--- config.mk ---
export PLATFORM = sky130hd
export DESIGN_NAME = wb_burst_master
export DESIGN_NICKNAME = d
export VERILOG_FILES = /design/src/rtl/wb_burst_master_pkg.sv /design/src/rtl/wb_burst_master_watchdog.sv /design/src/rtl/wb_burst_master.sv
export SDC_FILE = /design/constraint.sdc
export NUM_CORES = 1
export LEC_CHECK = 0
export ABC_AREA = 1
export BUFFER_PORTS_ARGS = -buffer_cell sky130_fd_sc_hd__clkbuf_2
export CAP_MARGIN = 20
export CORE_AREA = 2 2 109 111
export CTS_CLUSTER_DIAMETER = 200
export CTS_CLUSTER_SIZE = 14
export DETAILED_ROUTE_END_ITERATION = 12
export DIE_AREA = 0 0 111 113
export PLACE_DENSITY = 0.8
export SYNTH_ARGS = -nofsm -noshare
export SYNTH_HDL_FRONTEND = slang
export SYNTH_SLANG_ARGS = --single-unit
--- constraint.sdc ---
create_clock -name wb_clk_i -period 1.9 [get_ports wb_clk_i]
set_input_delay 0.285 -clock wb_clk_i [delete_from_list [all_inputs] [get_ports wb_clk_i]]
set_output_delay 0.285 -clock wb_clk_i [all_outputs]
set_load 0.005 [all_outputs]
--- src/rtl/wb_burst_master_pkg.sv ---
`default_nettype none
// ============================================================================
//  Module   : wb_pkg
//  Purpose  : Shared Wishbone B4 encodings and burst-master state codes.
//  Revision : 1.0  initial release
// ============================================================================
package wb_pkg;

    // Cycle type identifiers driven on wb_cti_o
    localparam logic [2:0] CTI_CLASSIC = 3'b000;
    localparam logic [2:0] CTI_INCR    = 3'b010;
    localparam logic [2:0] CTI_EOB     = 3'b111;

    // Burst type extension: only linear bursts are generated
    localparam logic [1:0] BTE_LINEAR  = 2'b00;

    // Burst-master sequencer states
    localparam logic [1:0] ST_IDLE     = 2'd0;
    localparam logic [1:0] ST_BURST    = 2'd1;
    localparam logic [1:0] ST_DONE     = 2'd2;

endpackage
`default_nettype wire

--- src/rtl/wb_burst_master_watchdog.sv ---
`default_nettype none
// ============================================================================
//  Module   : wb_ack_watchdog
//  Purpose  : Saturating counter of strobed cycles that saw no acknowledge.
//             o_timeout fires on the cycle the count reaches 2**TO_W-1.
//  Revision : 1.0  initial release
// ============================================================================
module wb_ack_watchdog #(
    parameter int TO_W = 8
) (
    input  logic clk,
    input  logic rst,
    input  logic i_clr,
    input  logic i_en,
    output logic o_timeout
);

    localparam logic [TO_W-1:0] C_MAX = '1;

    logic [TO_W-1:0] r_cnt;

    // Count unacknowledged strobe cycles, holding at the maximum
    always_ff @(posedge clk) begin
        if (rst || i_clr) begin
            r_cnt <= '0;
        end else if (i_en && (r_cnt != C_MAX)) begin
            r_cnt <= r_cnt + 1'b1;
        end
    end

    // The cycle that would take the count to its maximum is the timeout cycle
    assign o_timeout = i_en && !i_clr && (r_cnt == (C_MAX - 1'b1));

endmodule
`default_nettype wire

--- src/rtl/wb_burst_master.sv ---
`default_nettype none
// ============================================================================
//  Module   : wb_burst_master
//  Purpose  : Wishbone B4 initiator turning queued burst commands into
//             incrementing-address bus cycles, streaming write data in and
//             read data out, with tagged per-command completion.
//  Revision : 1.0  initial release
// ============================================================================
module wb_burst_master
    import wb_pkg::*;
#(
    parameter int DW   = 32,
    parameter int AW   = 32,
    parameter int BL_W = 5,
    parameter int TW   = 8,
    parameter int TO_W = 8
) (
    input  logic            wb_clk_i,
    input  logic            wb_rst_i,
    input  logic            cmd_valid,
    output logic            cmd_ready,
    input  logic            cmd_we,
    input  logic [AW-1:0]   cmd_addr,
    input  logic [BL_W-1:0] cmd_len,
    input  logic [TW-1:0]   cmd_tag,
    input  logic            wdat_valid,
    output logic            wdat_ready,
    input  logic [DW-1:0]   wdat,
    input  logic [DW/8-1:0] wdat_be,
    output logic            rdat_valid,
    output logic [DW-1:0]   rdat,
    output logic            rdat_last,
    output logic            done_valid,
    output logic [TW-1:0]   done_tag,
    output logic            done_err,
    output logic            wb_cyc_o,
    output logic            wb_stb_o,
    output logic            wb_we_o,
    output logic [AW-1:0]   wb_addr_o,
    output logic [DW/8-1:0] wb_sel_o,
    output logic [DW-1:0]   wb_dat_o,
    output logic [2:0]      wb_cti_o,
    output logic [1:0]      wb_bte_o,
    input  logic            wb_ack_i,
    input  logic            wb_err_i,
    input  logic [DW-1:0]   wb_dat_i
);

    localparam int          SW     = DW / 8;
    localparam logic [AW-1:0] C_STEP = AW'(SW);

    logic [1:0]      r_state;
    logic            r_we;
    logic [AW-1:0]   r_addr;
    logic [BL_W-1:0] r_len;
    logic [BL_W-1:0] r_cnt;
    logic [TW-1:0]   r_tag;
    logic            r_err;
    logic            r_rdat_valid;
    logic            r_rdat_last;
    logic [DW-1:0]   r_rdat;

    logic w_burst;
    logic w_stb;
    logic w_last;
    logic w_ack;
    logic w_err;
    logic w_timeout;
    logic w_abort;

    // Writes insert master wait states by dropping stb while data is absent
    assign w_burst = (r_state == ST_BURST);
    assign w_stb   = w_burst && (!r_we || wdat_valid);
    assign w_last  = (r_cnt == r_len);
    // A simultaneous err overrides ack so the beat is never counted
    assign w_err   = w_stb && wb_err_i;
    assign w_ack   = w_stb && wb_ack_i && !wb_err_i;
    assign w_abort = w_err || w_timeout;

    wb_ack_watchdog #(
        .TO_W (TO_W)
    ) u_watchdog (
        .clk       (wb_clk_i),
        .rst       (wb_rst_i),
        .i_clr     (!w_burst || w_ack),
        .i_en      (w_stb && !wb_ack_i),
        .o_timeout (w_timeout)
    );

    // Command sequencer: latch command, walk the beats, report completion
    always_ff @(posedge wb_clk_i) begin
        if (wb_rst_i) begin
            r_state <= ST_IDLE;
            r_we    <= 1'b0;
            r_addr  <= '0;
            r_len   <= '0;
            r_cnt   <= '0;
            r_tag   <= '0;
            r_err   <= 1'b0;
        end else begin
            case (r_state)
                ST_IDLE: begin
                    if (cmd_valid) begin
                        r_state <= ST_BURST;
                        r_we    <= cmd_we;
                        r_addr  <= cmd_addr;
                        r_len   <= cmd_len;
                        r_cnt   <= '0;
                        r_tag   <= cmd_tag;
                        r_err   <= 1'b0;
                    end
                end
                ST_BURST: begin
                    if (w_abort) begin
                        r_state <= ST_DONE;
                        r_err   <= 1'b1;
                    end else if (w_ack) begin
                        r_addr <= r_addr + C_STEP;
                        r_cnt  <= r_cnt + 1'b1;
                        if (w_last) begin
                            r_state <= ST_DONE;
                        end
                    end
                end
                ST_DONE: begin
                    r_state <= ST_IDLE;
                end
                default: begin
                    r_state <= ST_IDLE;
                end
            endcase
        end
    end

    // Read return path: one registered beat per acknowledged read strobe
    always_ff @(posedge wb_clk_i) begin
        if (wb_rst_i) begin
            r_rdat_valid <= 1'b0;
            r_rdat_last  <= 1'b0;
            r_rdat       <= '0;
        end else begin
            r_rdat_valid <= w_ack && !r_we;
            r_rdat_last  <= w_ack && !r_we && w_last;
            if (w_ack && !r_we) begin
                r_rdat <= wb_dat_i;
            end
        end
    end

    assign cmd_ready  = (r_state == ST_IDLE);
    assign wdat_ready = w_ack && r_we;

    assign rdat_valid = r_rdat_valid;
    assign rdat       = r_rdat;
    assign rdat_last  = r_rdat_last;

    assign done_valid = (r_state == ST_DONE);
    assign done_tag   = r_tag;
    assign done_err   = r_err;

    assign wb_cyc_o   = w_burst;
    assign wb_stb_o   = w_stb;
    assign wb_we_o    = w_burst && r_we;
    assign wb_addr_o  = r_addr;
    assign wb_sel_o   = r_we ? wdat_be : {SW{1'b1}};
    assign wb_dat_o   = wdat;
    assign wb_cti_o   = w_burst ? (w_last ? CTI_EOB : CTI_INCR) : CTI_CLASSIC;
    assign wb_bte_o   = BTE_LINEAR;

endmodule
`default_nettype wire
Yosys cells after proc, flatten, opt, wreduce, memory -nomap -nowiden:

Index checks and enable logic that the tools add are counted.

* bits in registers: 96
* latch bits: 0
* RAM bits: 0
* ROM bits: 0
* bits of input ports: 120
* word-level logic and storage cells: 71
* memories kept: 0

* $add $sub $neg: 3
* multipliers: 0
* div/mod/pow operators: 0
* magnitude comparators: 0
* eq/ne operators: 11
* shift-type cells: 0
* multiplexer cells: 19
* bitwise operators: 0
* reduce and logical (&&, ||, !) cells: 27

Operator list (count)
* $mux W32: 3
* $pmux W32 S2: 1
* $add A32 B3 Y32 const B: 1
* $mux W5: 3
* $logic_and A1 B1 Y1: 12
* $pmux W5 S2: 1
* $add A8 B1 Y8 const B: 1
* $eq A8 B8 Y1 const B: 1
* $mux W2: 4
* $ne A8 B8 Y1 const B: 1
* $mux W3: 2
* $ne A3 B1 Y1 const B: 2
* $reduce_and A3 Y1: 2
* $add A5 B1 Y5 const B: 1
* $eq A5 B5 Y1: 1
* $logic_not A1 Y1: 5
* $logic_or A1 B1 Y1: 4
* $mux W4: 1
* $ne A2 B1 Y1 const B: 2
* $ne A2 B2 Y1 const B: 2
* $pmux W2 S2: 1
* $reduce_and A4 Y1: 1
* $eq A2 B1 Y1 const B: 1
* $eq A2 B2 Y1 const B: 1
* other kinds (5): 6

Logic depth before layout (Yosys ltp):

Gate-level depths: netlist of the first run.

* word-level depth: 12
* depth in mapped cells: 11

Hierarchy:

From an unflattened synthesis of the first run, not the netlist that was laid out.

* cells, all modules: 807
* area total of the unflattened synthesis: 5181.2 um^2

By module, submodules not included
* wb_burst_master: times used 1, cells each 735, area each 4713.3 um^2, sequential area each 1761.7 um^2
* wb_ack_watchdog: times used 1, cells each 72, area each 467.9 um^2, sequential area each 160.2 um^2

Worst setup path before layout of the first run:

Ideal clock, no wire load.

* path kind: register -> register
* from: register r_addr[2] (netlist: wb_addr_o[2])
* to: register r_addr[22] (netlist: wb_addr_o[22])
* library setup time: 115 ps
* arrival time: 1414 ps
* required time: 1785 ps
* path slack: 371 ps
* stages on the path, launching flop included: 11
* clock period less this slack: 1529 ps
* cell sequence: dfxtp_1 ha_1 nand3_1 nor2_4 nand3_1 inv_1 nand3_1 nand2_1 nand3_1 nand2_1 nor2_1

* cells in the longest elaborated chain, start to end: 4

Ends and longest elaborated chain
* start, declared: line wb_burst_master.sv:54 `logic [AW-1:0] r_addr;`
* start signal, assigned: line wb_burst_master.sv:106 `r_addr <= cmd_addr;`
* start signal, assigned: line wb_burst_master.sv:118 `r_addr <= r_addr + C_STEP;`
* $add A32 B3 Y32: line wb_burst_master.sv:118
* $mux W32: line wb_burst_master.sv:117 `end else if (w_ack) begin`
* $mux W32: line wb_burst_master.sv:114 `if (w_abort) begin`
* $pmux W32 S2: line wb_burst_master.sv:101 `case (r_state)`

Every way passes these cells. The select of a mux whose other input is x is not followed.
A chain may end at the register's enable or synchronous reset.

Final worst setup path of the first run:

* from: register r_state[0]
* to: output wb_cyc_o

* cells in the longest elaborated chain, start to end: 1

Ends and longest elaborated chain
* start, declared: line wb_burst_master.sv:52 `logic [1:0] r_state;`
* start signal, assigned: line wb_burst_master.sv:93 `r_state <= ST_IDLE;`
* start signal, assigned: line wb_burst_master.sv:104 `r_state <= ST_BURST;`
* start signal, assigned: line wb_burst_master.sv:115 `r_state <= ST_DONE;`
* $eq A2 B1 Y1: line wb_burst_master.sv:72 `assign w_burst = (r_state == ST_BURST);`
* end, declared: line wb_burst_master.sv:36 `output logic wb_cyc_o,`

Every way passes these cells.

==> metrics.md, run 1 <==
| Metric | Value |
|---|---|
| Status | `finished, final reports clean` |
| Final setup vio count | `0` |
| Worst R2R Start | `wb_addr_o[5]` |
| Reg area | `1920 µm²` |
| Total grt overflow | `0` |
| Setup Buffers After CTS | `0` |
| Global-route wire length before repair | `23200 µm` |
| DRC | `0` |
| Final worst path period need | `1.76 ns` |
| Area contributors post-synth | `dfxtp_1 (36%), nor2_1 (13%), nand2_1 (11%)` |
| Synth area leader | `dfxtp_1` |
| Hold slack | `0.156 ns` |
| Worst slew pin tran | `a little under 0.6 ns` |
| Row count | `39` |
| PD cells | `a little over 800 nW/µm²` |
| Worst-path clk slew | `0.07 ns` |
| Pleak | `0.00292 µW` |
| Most frequent cells in the layout | `nor2_1 (181), clkbuf_2 (175), nand2_1 (155), dfxtp_1 (94), o21ai_0 (64)` |
| Warnings from Yosys | `0` |
| Layout Utilization | `between 50% and 60%` |
| Die height | `about 110 µm` |
| Mapped Area | `about 5300 µm²` |
| Clock sinks | `96` |
| Worst-skew pair later-pin latency | `0.34 ns` |
| TritonCTS clock tree | `built` |
| Sequential area share after synthesis | `a little over a third` |
| Crit path kind | `flop to primary output` |
| Hold Path Depth | `3` |
| Max-slew violations | `0` |
| Fmax | `567 MHz` |
| Reg-to-reg setup timing slack | `~0.24 ns` |
| Total Wirelength | `14000 µm` |
| Min-delay src | `wb_dat_i[11]` |
| Met2 wire length | `~6500 µm` |
| Peak supply drop | `0.000535 V` |
| Slew headroom | `between 60% and 70%` |
| Detail Placement HPWL | `10400 µm` |
| Layout cell share with drive strength beyond 1 | `27.2%` |
| Met1 Wirelength | `6160 µm` |
| Worst hold path endpoint | `rdat[11]` |
| Root Driver | `clkbuf_16` |
| Via-to-Cell Ratio | `5.00` |
| CP required | `roughly 1.6 ns` |
| Clk buf depth | `2` |
| Unrepaired setup endpoints after global routing | `no` |
| Core Region | `11300 µm²` |
| Commonest non-fill, non-tap cell in the layout | `nor2_1` |
| IO Port Bufs | `175` |
| CP arrival | `1.48 ns` |
| Reg2reg end | `wb_addr_o[23]` |
| Wire length on met3 | `1120 µm` |
| Ant diodes | `0` |
| Final hold vios | `0` |
| Worst setup EP type | `primary output` |
| Max stage delay on crit path | `0.42 ns` |
| IO Pins | `242` |
| DR top layer | `met4` |
| Crit path launch type | `flop` |
| GRT Resource Usage Total | `22.3%` |
| Die ar. | `12500 µm²` |
| Setup_tns | `0 ns` |
| Initial antenna violation count | `0` |
| Syn avg cell area | `roughly 6.7 µm²` |
| Die width | `~110 µm` |
| Pre-antenna DRT Iters | `5` |
| Cts hold-fix bufs | `0` |
| Yosys top cell area share | `36.0%` |
| Synth unique cells | `44` |
| Number of max-cap violations | `0` |
| Resized Gates After CTS | `0` |
| Largest net degree at the start of global routing | `49` |
| Post-DRT Antenna Nets | `0` |
| Placed Area | `6040 µm²` |
| Fin crit share | `92.8%` |
| DR WL/cell | `around 13 µm` |
| CTS Buf Count | `9` |
| Iteration-0 DRC Markers | `344` |
| Synthesized netlist cell count | `794` |
| Clk_skew | `0.00561 ns` |
| Fillers | `1133` |
| Initial Utilization | `a little under half` |
| Setup crit start | `r_state[0]` |
| Area of the multi-input gates | `roughly 2700 µm²` |
| Slowest CP cell | `dfxtp_1` |
| Reg2Reg Depth | `9` |
| Yosys reg bits | `96` |
| Worst-path cell chain | `nand2_4, inv_2, buf_12, clkbuf_2` |
| GP Congestion | `0.899` |
| Layout net count | `around 1.0k` |
| Layout Cell Area excl Fill | `approximately 6300 µm²` |
| Vias in the first global route | `4933` |
| H-tree depth | `3` |
| Routed vias | `between 5k and 6k` |
| Synth-to-Final Area Change | `18.8%` |
| Crit path max fanout | `48` |
| Worst hold path class | `input port to flop` |
-- per-layer routing --
metal  vias to the layer above  GRT usage (%)
met5                         -              0
met4                         0           7.92
met3                        19           6.00
met2                       181           36.7
met1                      2412           28.4
li1                       2755              -
-- cell type report --
| cell class | count | share of cell area (%) |
|---|---|---|
| flip-flops and latches | 96 | 30.4 |
| repair buffers | 188 | 15.6 |
| clock inverters | 6 | 0.869 |
| inverters | 60 | 3.63 |
| clock buffers | 10 | 3.61 |
| multi-input cells | 570 | 43.1 |
| well taps | 143 | 2.82 |
-- cells in the mapped netlist (all sizes together) --
library cell and instances:
dfxtp 96, clkinv 1, o21bai 1, xnor2 6, nand2 160, o21a 2
o22ai 2, nand3 48, or2 5, mux2i 1, nand4 4, and3 1
nor2 196, xor2 6, nor3 6, inv 59, nor3b 2, ha 4
clkbuf 12, o21ai 76, buf 57, o211a 1, a21oi 45, conb 1
a31oi 1, a31o 1
-- report_power, final --
part	internal, µW	switching [µW]	leakage (µW)
logic	455	640	0.00199
clock network	923	851	0.000141
registers	2180	183	0.000786
-- state kept, by name, indices dropped and copies added (netlist names) --
signal            cells
rdat                 32
done_err              1
r_we                  1
r_state               2
rdat_valid            1
u_watchdog.r_cnt      8
r_len                 5
r_cnt                 5
wb_addr_o            32
rdat_last             1
done_tag              8
-- cell families (layout without fill, tap and decap cells) --
| kind of cell | count (synthesis) | in the layout | synth area share (%) |
|---|---|---|---|
| and+or+nand+nor | 422 | 422 | 34.4 |
| AOI/OAI and AO/OA | 129 | 129 | 13.5 |
| buffers and inverters | 129 | 264 | 12.9 |
| DFF | 96 | 96 | 36.0 |
| xor gates and xnor gates | 12 | 12 | 1.97 |
| adders and majority gates | 4 | 4 | 0.938 |
| other | 1 | 2 | 0.0703 |
| muxes | 1 | 1 | 0.188 |
-- how the worst max path moves through the flow --
stage,endpoint,slack [ns],depth (start not counted)
3_3_place_gp,wb_addr_o[11],0.27,10
2_1_floorplan,wb_addr_o[22],0.37,10
5_1_grt,wb_cti_o[0],0.02,7
6_report,wb_cyc_o,0.14,4
4_1_cts,wb_cti_o[0],0.06,7
3_5_place_dp,wb_addr_o[15],0.25,9
-- metrics by stage --
stage               power (µW)  std cells  setup WS [ns]
floorplan                 3150        795          0.371
detailed placement        3490       1057          0.245
global placement          3470       1057          0.272
global route              5510       1073         0.0242
CTS                       5280       1073         0.0622
finish                    5230       1073          0.136
-- critical path, delay by kind of cell, from the launching register on --
family	cells	cell delay, ns
buffers and inverters	3	0.57
DFF	1	0.42
and+or+nand+nor	1	0.13
No activity file was read; power rests on OpenSTA's default activity.
==> run 2: changes to the inputs <==
- CORE_AREA: 2 2 109 111 -> 2 2 127 129
- DIE_AREA: 0 0 111 113 -> 0 0 129 131
- PLACE_DENSITY: 0.8 -> unset
==> metrics.md, run 2 (synthesis gave the netlist of run 1 again) <==
| Metric | Value |
|---|---|
| Iteration-0 DRC Markers | `259 (-25%)` |
| Routed vias | `5255 (-2.1%)` |
| Crit path launch type | `flop` |
| Worst-skew pair later-pin latency | `0.35 ns (about the same)` |
| Clk buf depth | `2 (unchanged)` |
| Placed Area | `6160 µm² (+1.8%)` |
| Total Wirelength | `15000 µm (+6.8%)` |
| Switching Fraction | `30.3% (-1.7 points)` |
| Cts hold-fix bufs | `0 (unchanged)` |
| Pre-antenna DRT Iters | `4 (-1)` |
| Setup_tns | `0 ns (unchanged)` |
| Die width | `129 µm (+16%)` |
| Total grt overflow | `0 (unchanged)` |
| Detail Placement HPWL | `11100 µm (+6.2%)` |
| Worst-path clk slew | `0.07 ns (about the same)` |
| Clk_skew | `0.00795 ns (+0.00234 ns)` |
| Pleak | `0.00297 µW (+1.6%)` |
| IO Pins | `242 (unchanged)` |
| Root Driver | `clkbuf_16` |
| Internal power | `3860 µW (+8.7%)` |
| Status | `finished, final reports clean` |
| GRT Resource Usage Total | `18.2% (-4.2 points)` |
| DR WL/cell | `13.0 µm (-0.27%)` |
| Final setup vio count | `0 (unchanged)` |
| Number of max-cap violations | `0 (unchanged)` |
| Crit path max fanout | `5 (-90%)` |
| Worst hold path class | `input port to flop` |
| PD cells | `850 nW/µm² (+3.0%)` |
| Post-DRT Antenna Nets | `0 (unchanged)` |
| Via-to-Cell Ratio | `4.57 (-8.6%)` |
| Fmax | `565 MHz (-0.27%)` |
| Most frequent cells in the layout | `nor2_1 (181), clkbuf_2 (175), nand2_1 (155), dfxtp_1 (95), o21ai_0 (64)` |
| Layout Utilization | `41.8% (-14 points)` |
| Global-route wire length before repair | `24300 µm (+4.8%)` |
| H-tree depth | `3 (unchanged)` |
| Clock power frac | `37.1% (+3.2 points)` |
| DRC | `0 (unchanged)` |
| Reg area | `1930 µm² (about the same)` |
| Commonest non-fill, non-tap cell in the layout | `nor2_1` |
| Comb power frac | `20.5% (-0.4 points)` |
| Peak supply drop | `0.000478 V (-11%)` |
| Synth-to-Final Area Change | `22.3%` |
| Final worst path period need | `1.77 ns (+0.00478 ns)` |
| CP arrival | `1.48 ns (about the same)` |
| Clock sinks | `96 (unchanged)` |
| Die height | `131 µm (+16%)` |
| Initial antenna violation count | `0 (unchanged)` |
| Area of the multi-input gates | `2740 µm² (+0.37%)` |
| Ant diodes | `0 (unchanged)` |
| Share of power burned in registers | `42.4% (-2.7 points)` |
| Unrepaired setup endpoints after global routing | `no` |
| Largest net degree at the start of global routing | `49 (unchanged)` |
| Slew headroom | `61.2% (-0.30 points)` |
| GP Congestion | `0.852 (-5.3%)` |
| CTS Buf Count | `9 (unchanged)` |
| Die ar. | `16900 µm² (+35%)` |
| Core Region | `15600 µm² (+38%)` |
| Row count | `46 (+18%)` |
| Fin crit share | `93.1% (+0.25 points)` |
| Layout Cell Area excl Fill | `6530 µm² (+3.0%)` |
| IO Port Bufs | `175 (unchanged)` |
| Layout net count | `1052 (+0.29%)` |
| Vias in the first global route | `4819 (-2.3%)` |
| Fillers | `1675 (+48%)` |
| CP required | `1.62 ns (about the same)` |
| Max-slew violations | `0 (unchanged)` |
| Psw | `1680 µW (+0.46%)` |
| TritonCTS clock tree | `built` |
| Worst setup EP type | `primary output` |
| Initial Utilization | `34.2% (-13 points)` |
| Final hold vios | `0 (unchanged)` |
| Worst slew pin tran | `0.581 ns (+0.00447 ns)` |
| Layout cell share with drive strength beyond 1 | `27.5% (+0.34 points)` |
| Crit path kind | `flop to primary output` |
==> run 2: cell count changes in the layout (fill, tap and decap cells not counted) <==
| cell | before | now |
|---|---|---|
| inv_6 | 6 | 3 |
| buf_4 | 12 | 14 |
| bufinv_16 | 0 | 2 |
| dfxtp_2 | 2 | 0 |
| nor2_2 | 11 | 9 |
| nor2_4 | 2 | 4 |
| buf_12 | 1 | 2 |
| clkbuf_1 | 1 | 0 |
| clkbuf_8 | 0 | 1 |
| clkinv_4 | 0 | 1 |
| dfxtp_1 | 94 | 95 |
| dfxtp_4 | 0 | 1 |
| inv_1 | 53 | 52 |
| inv_2 | 5 | 6 |
==> run 2: final cells by class <==
cell class                 instances  share of cell area (%)
inverter                          60                    3.53
sequential                        96                    29.5
clock inverter                     6                    1.50
timing repair buffer             191                    15.6
tap                              216                    4.14
clock buffer                      10                    3.66
multi-input combinational        570                    42.0
==> run 2: routing by layer <==
layer	vias to the layer above	global-route usage (%)	wire length [µm]
met3	10	6.23	1320
met4	0	5.82	165
li1	2750	-	-
met2	158	28.5	6720
met1	2337	23.5	6760
met5	-	0	0
==> run 2: metrics by stage <==
stage / setup slack [ns] / instances / hold slack, ns / total power, µW
2_1_floorplan: 0.371 / 795 / 0.420 / 3150
3_3_place_gp: 0.244 / 1131 / 0.457 / 3510
3_5_place_dp: 0.229 / 1131 / 0.461 / 3520
4_1_cts: 0.0342 / 1147 / 0.139 / 5600
5_1_grt: 0.00336 / 1149 / 0.149 / 5890
6_report: 0.131 / 1149 / 0.158 / 5540
==> run 2: worst paths after layout <==
path,endpoint,from,cells past startpoint,slack [ns]
setup / recovery,wb_cti_o[2],r_cnt[2],7,0.13
hold / removal,rdat[16],wb_dat_i[16],3,0.16
setup reg to reg,wb_addr_o[15],wb_addr_o[4],9,0.24
hold reg to reg,u_watchdog.r_cnt[7],u_watchdog.r_cnt[7],2,0.47
==> run 2: what timing repair did <==
item | 4_1_cts | 5_1_grt
pin swaps | 0 | 3
endpoints found under the setup margin | 2 | 2
buffers inserted | 0 | 2
resized for setup | 2 | 5
==> run 2: worst max-delay path, stage by stage (launching register included) <==
cell      delay (ns)
dfxtp_4         0.36
xor2_1          0.15
nor2_1          0.10
nand2_1         0.09
nor2_4          0.14
inv_2           0.06
nor2_4          0.11
clkbuf_2        0.12
==> run 2: power groups by stage <==
stage / logic [µW] / registers [µW] / clock network (µW)
detailed placement: 1120 / 2400 / 0
floorplan: 777 / 2370 / 0
global placement: 1110 / 2400 / 0
finish: 1130 / 2350 / 2060
CTS: 1130 / 2350 / 2120
global route: 1290 / 2380 / 2210
==> run 3: changes to the inputs <==
- CORE_AREA: 2 2 127 129 -> 2 2 125 127
- DIE_AREA: 0 0 129 131 -> 0 0 127 129
- SYNTH_HIERARCHICAL: unset -> 1
==> metrics.md, run 3 <==
| Metric | Value |
|---|---|
| GRT Resource Usage Total | `18.4% (+0.25 points)` |
| TritonCTS clock tree | `built` |
| Detail Placement HPWL | `11200 µm (+0.96%)` |
| Total Wirelength | `15900 µm (+6.4%)` |
| Via-to-Cell Ratio | `4.75 (+3.8%)` |
| Sequential area share after synthesis | `37.1% (+1.1 points)` |
| Pre-CTS WS | `-0.159 ns (-0.388 ns)` |
| Layout cell share with drive strength beyond 1 | `29.7% (+2.1 points)` |
| Mapped Area | `5180 µm² (-2.9%)` |
| DRC | `0 (unchanged)` |
| IO Pins | `242 (unchanged)` |
| Die ar. | `16400 µm² (-3.1%)` |
| Initial Utilization | `34.6% (+0.39 points)` |
| Area of the multi-input gates | `2780 µm² (+1.5%)` |
| Max-slew violations | `0 (unchanged)` |
| IO Port Bufs | `175 (unchanged)` |
| PD cells | `785 nW/µm² (-7.6%)` |
| Global-route wire length before repair | `24400 µm (+0.49%)` |
| Number of max-cap violations | `0 (unchanged)` |
| Post-synth EDFFs | `0 (unchanged)` |
| Layout Utilization | `45.9% (+4.1 points)` |
| Most frequent cells in the layout | `nor2_1 (201), clkbuf_2 (175), nand2_1 (166), dfxtp_1 (94), o21ai_0 (64)` |
| Most common cell in the synthesized netlist | `nor2_1` |
| Synth Area in Adders | `0.966% (+0.028 points)` |
| GP Congestion | `0.890 (+4.4%)` |
| Synth unique cells | `32 (-27%)` |
| Syn avg cell area | `6.42 µm² (-4.4%)` |
| Worst-skew pair later-pin latency | `0.35 ns (about the same)` |
| Initial antenna violation count | `1 (+1)` |
| Pre-antenna DRT Iters | `6 (+2)` |
| Worst-path clk slew | `0.08 ns (about the same)` |
| Top post-synthesis cells by count | `nor2_1 (209), nand2_1 (175), dfxtp_1 (96)` |
| Yosys reg bits | `96 (unchanged)` |
| Final hold vios | `0 (unchanged)` |
| Commonest non-fill, non-tap cell in the layout | `nor2_1` |
| Post-DRT Antenna Nets | `0 (unchanged)` |
| Slew headroom | `62.1% (+0.86 points)` |
| Row count | `45 (-2.2%)` |
| Root Driver | `clkbuf_16` |
| Hold Path Depth | `3 (unchanged)` |
| Layout Cell Area excl Fill | `6870 µm² (+5.3%)` |
| Reg area | `1930 µm² (about the same)` |
| Synth Area in Compound Gates | `11.7% (-1.8 points)` |
| Cts hold-fix bufs | `0 (unchanged)` |
| Crit path max fanout | `7 (+2)` |
| Final setup vio count | `22 (+22)` |
| Fin crit share | `104% (+11 points)` |
| Synth-to-Final Area Change | `32.7%` |
| Synthesized netlist cell count | `807 (+1.6%)` |
| Unrepaired setup endpoints after global routing | `yes` |
| Clock sinks | `96 (unchanged)` |
| CP arrival | `2.21 ns (+0.73 ns)` |
| Routed vias | `5547 (+5.6%)` |
| Layout net count | `1099 (+4.5%)` |
| Mux contribution to synthesized area | `0% (-0.19 points)` |
| CP required | `2.14 ns (+0.52 ns)` |
| Simple-gate share of the synthesized area | `36.1% (+1.8 points)` |
| Peak supply drop | `0.000417 V (-13%)` |
| Failing checks | `negative setup slack` |
| Reg2Reg Depth | `15 (+6)` |
| Vias in the first global route | `4987 (+3.5%)` |
| H-tree depth | `3 (unchanged)` |
| Cell Count, Final, Fillers Out | `1168 (+1.7%)` |
| DR WL/cell | `13.6 µm (+4.7%)` |
| CTS Buf Count | `9 (unchanged)` |
| Largest family of logic cells by synthesized area | `simple AND/OR/NAND/NOR gates` |
| Fillers | `1610 (-3.9%)` |
| Total grt overflow | `0 (unchanged)` |
| Synth area leader | `dfxtp_1` |
| Share of async-settable or async-resettable flops after synthesis | `0% (unchanged)` |
| Worst setup EP type | `flop` |
| Largest net degree at the start of global routing | `61 (+24%)` |
| Warnings from Yosys | `6 (+6)` |
| Die height | `129 µm (-1.5%)` |
| Final worst path period need | `1.97 ns (+0.203 ns)` |
| Dominant synthesized flop cell | `dfxtp_1` |
| Worst slew pin tran | `0.568 ns (-0.0128 ns)` |
| Placed Area | `6180 µm² (+0.39%)` |
| Area contributors post-synth | `dfxtp_1 (37%), nor2_1 (15%), nand2_1 (13%)` |
| Final worst slack | `-0.0719 ns (-0.203 ns)` |
| Iteration-0 DRC Markers | `281 (+8.5%)` |
| Clk_skew | `0.00830 ns (+0.000352 ns)` |
| Fmax | `507 MHz (-10%)` |
| Crit path kind | `flop to flop` |
| Pleak | `0.00312 µW (+5.1%)` |
| Worst hold path class | `input port to flop` |
| Ant diodes | `0 (unchanged)` |
| Die width | `127 µm (-1.6%)` |
| Status | `finished, violations left` |
| Crit path launch type | `flop` |
| Post-synthesis xor/xnor area fraction | `2.20% (+0.23 points)` |
| Core Region | `15000 µm² (-4.0%)` |
| Placed Cells | `1135 (+0.35%)` |
| Yosys top cell area share | `37.1% (+1.1 points)` |
| Clk buf depth | `2 (unchanged)` |
==> run 3: changes by cell type after synthesis, moves of 4 or more <==
cell,previous run,this run
clkbuf_1,12,18
nor2_1,183,209
nand3_1,47,43
o21ai_0,64,72
nor2_2,9,2
a21oi_2,11,0
inv_1,53,48
nand2_2,1,5
nand2_1,155,175
buf_2,13,5
buf_1,0,4
o21ai_1,11,6
==> run 3: worst max-delay path, stage by stage (launching register included) <==
cell and delay [ns]:
dfxtp_2 0.34, inv_4 0.07, nor2_8 0.04, buf_4 0.14, nand4_4 0.06, nand2_2 0.07
nor4_2 0.26, inv_1 0.10, nand2_1 0.10, nand2_2 0.10, nand2_8 0.13, buf_12 0.15
clkbuf_16 0.15, nor2_2 0.03, nand2_1 0.05, a21oi_1 0.05
==> run 3: timing repair <==
action / in CTS / in global routing
gates cloned: 0 / 8
gates resized for setup: 5 / 46
setup endpoints to repair: 37 / 39
buffers inserted: 0 / 9
pin swaps: 2 / 36
==> run 3: final timing paths <==
check / to / slack (ns) / from
max: wb_addr_o[21] / -0.07 / r_state[0]
min: rdat[29] / 0.15 / wb_dat_i[29]
max reg2reg: wb_addr_o[21] / -0.07 / r_state[0]
min reg2reg: wb_addr_o[1] / 0.49 / wb_addr_o[1]
==> run 3: logic make-up after synthesis <==
group	after synthesis
AO/OA/AOI/OAI	119
XOR/XNOR	13
adder cells (fa/ha/maj)	4
buffers and inverters	119
flip-flops	96
other	1
AND/OR/NAND/NOR	455
==> run 3: final cells by class <==
| class | instances | area share (%) |
|---|---|---|
| timing repair buffer | 222 | 20.4 |
| tap | 188 | 3.42 |
| multi-input combinational | 593 | 40.5 |
| sequential | 96 | 28.0 |
| timing repair inverter | 1 | 0.127 |
| clock buffer | 9 | 3.28 |
| clock inverter | 7 | 1.16 |
| inverter | 52 | 3.06 |
==> run 3: power by group <==
part	switching [µW]	internal [µW]	total, µW
logic	646	573	1220
clock network	927	940	1870
registers	156	2160	2310
total	1730	3670	5400
==> run 3: through the flow <==
stage               TNS, ns  hold WS [ns]  total power [µW]
floorplan             -2.65         0.420              2960
global placement      -1.46         0.462              3360
detailed placement    -3.32         0.478              3370
CTS                       0         0.137              5260
global route          -6.42         0.146              5690
finish               -0.958         0.151              5400
==> run 3: metal layers <==
metal / vias up / track usage (%) / wire (µm)
met1: 2471 / 23.6 / 7030
li1: 2849 / - / -
met2: 201 / 29.9 / 7300
met4: 2 / 5.95 / 287
met3: 24 / 5.53 / 1280
met5: - / 0 / 11
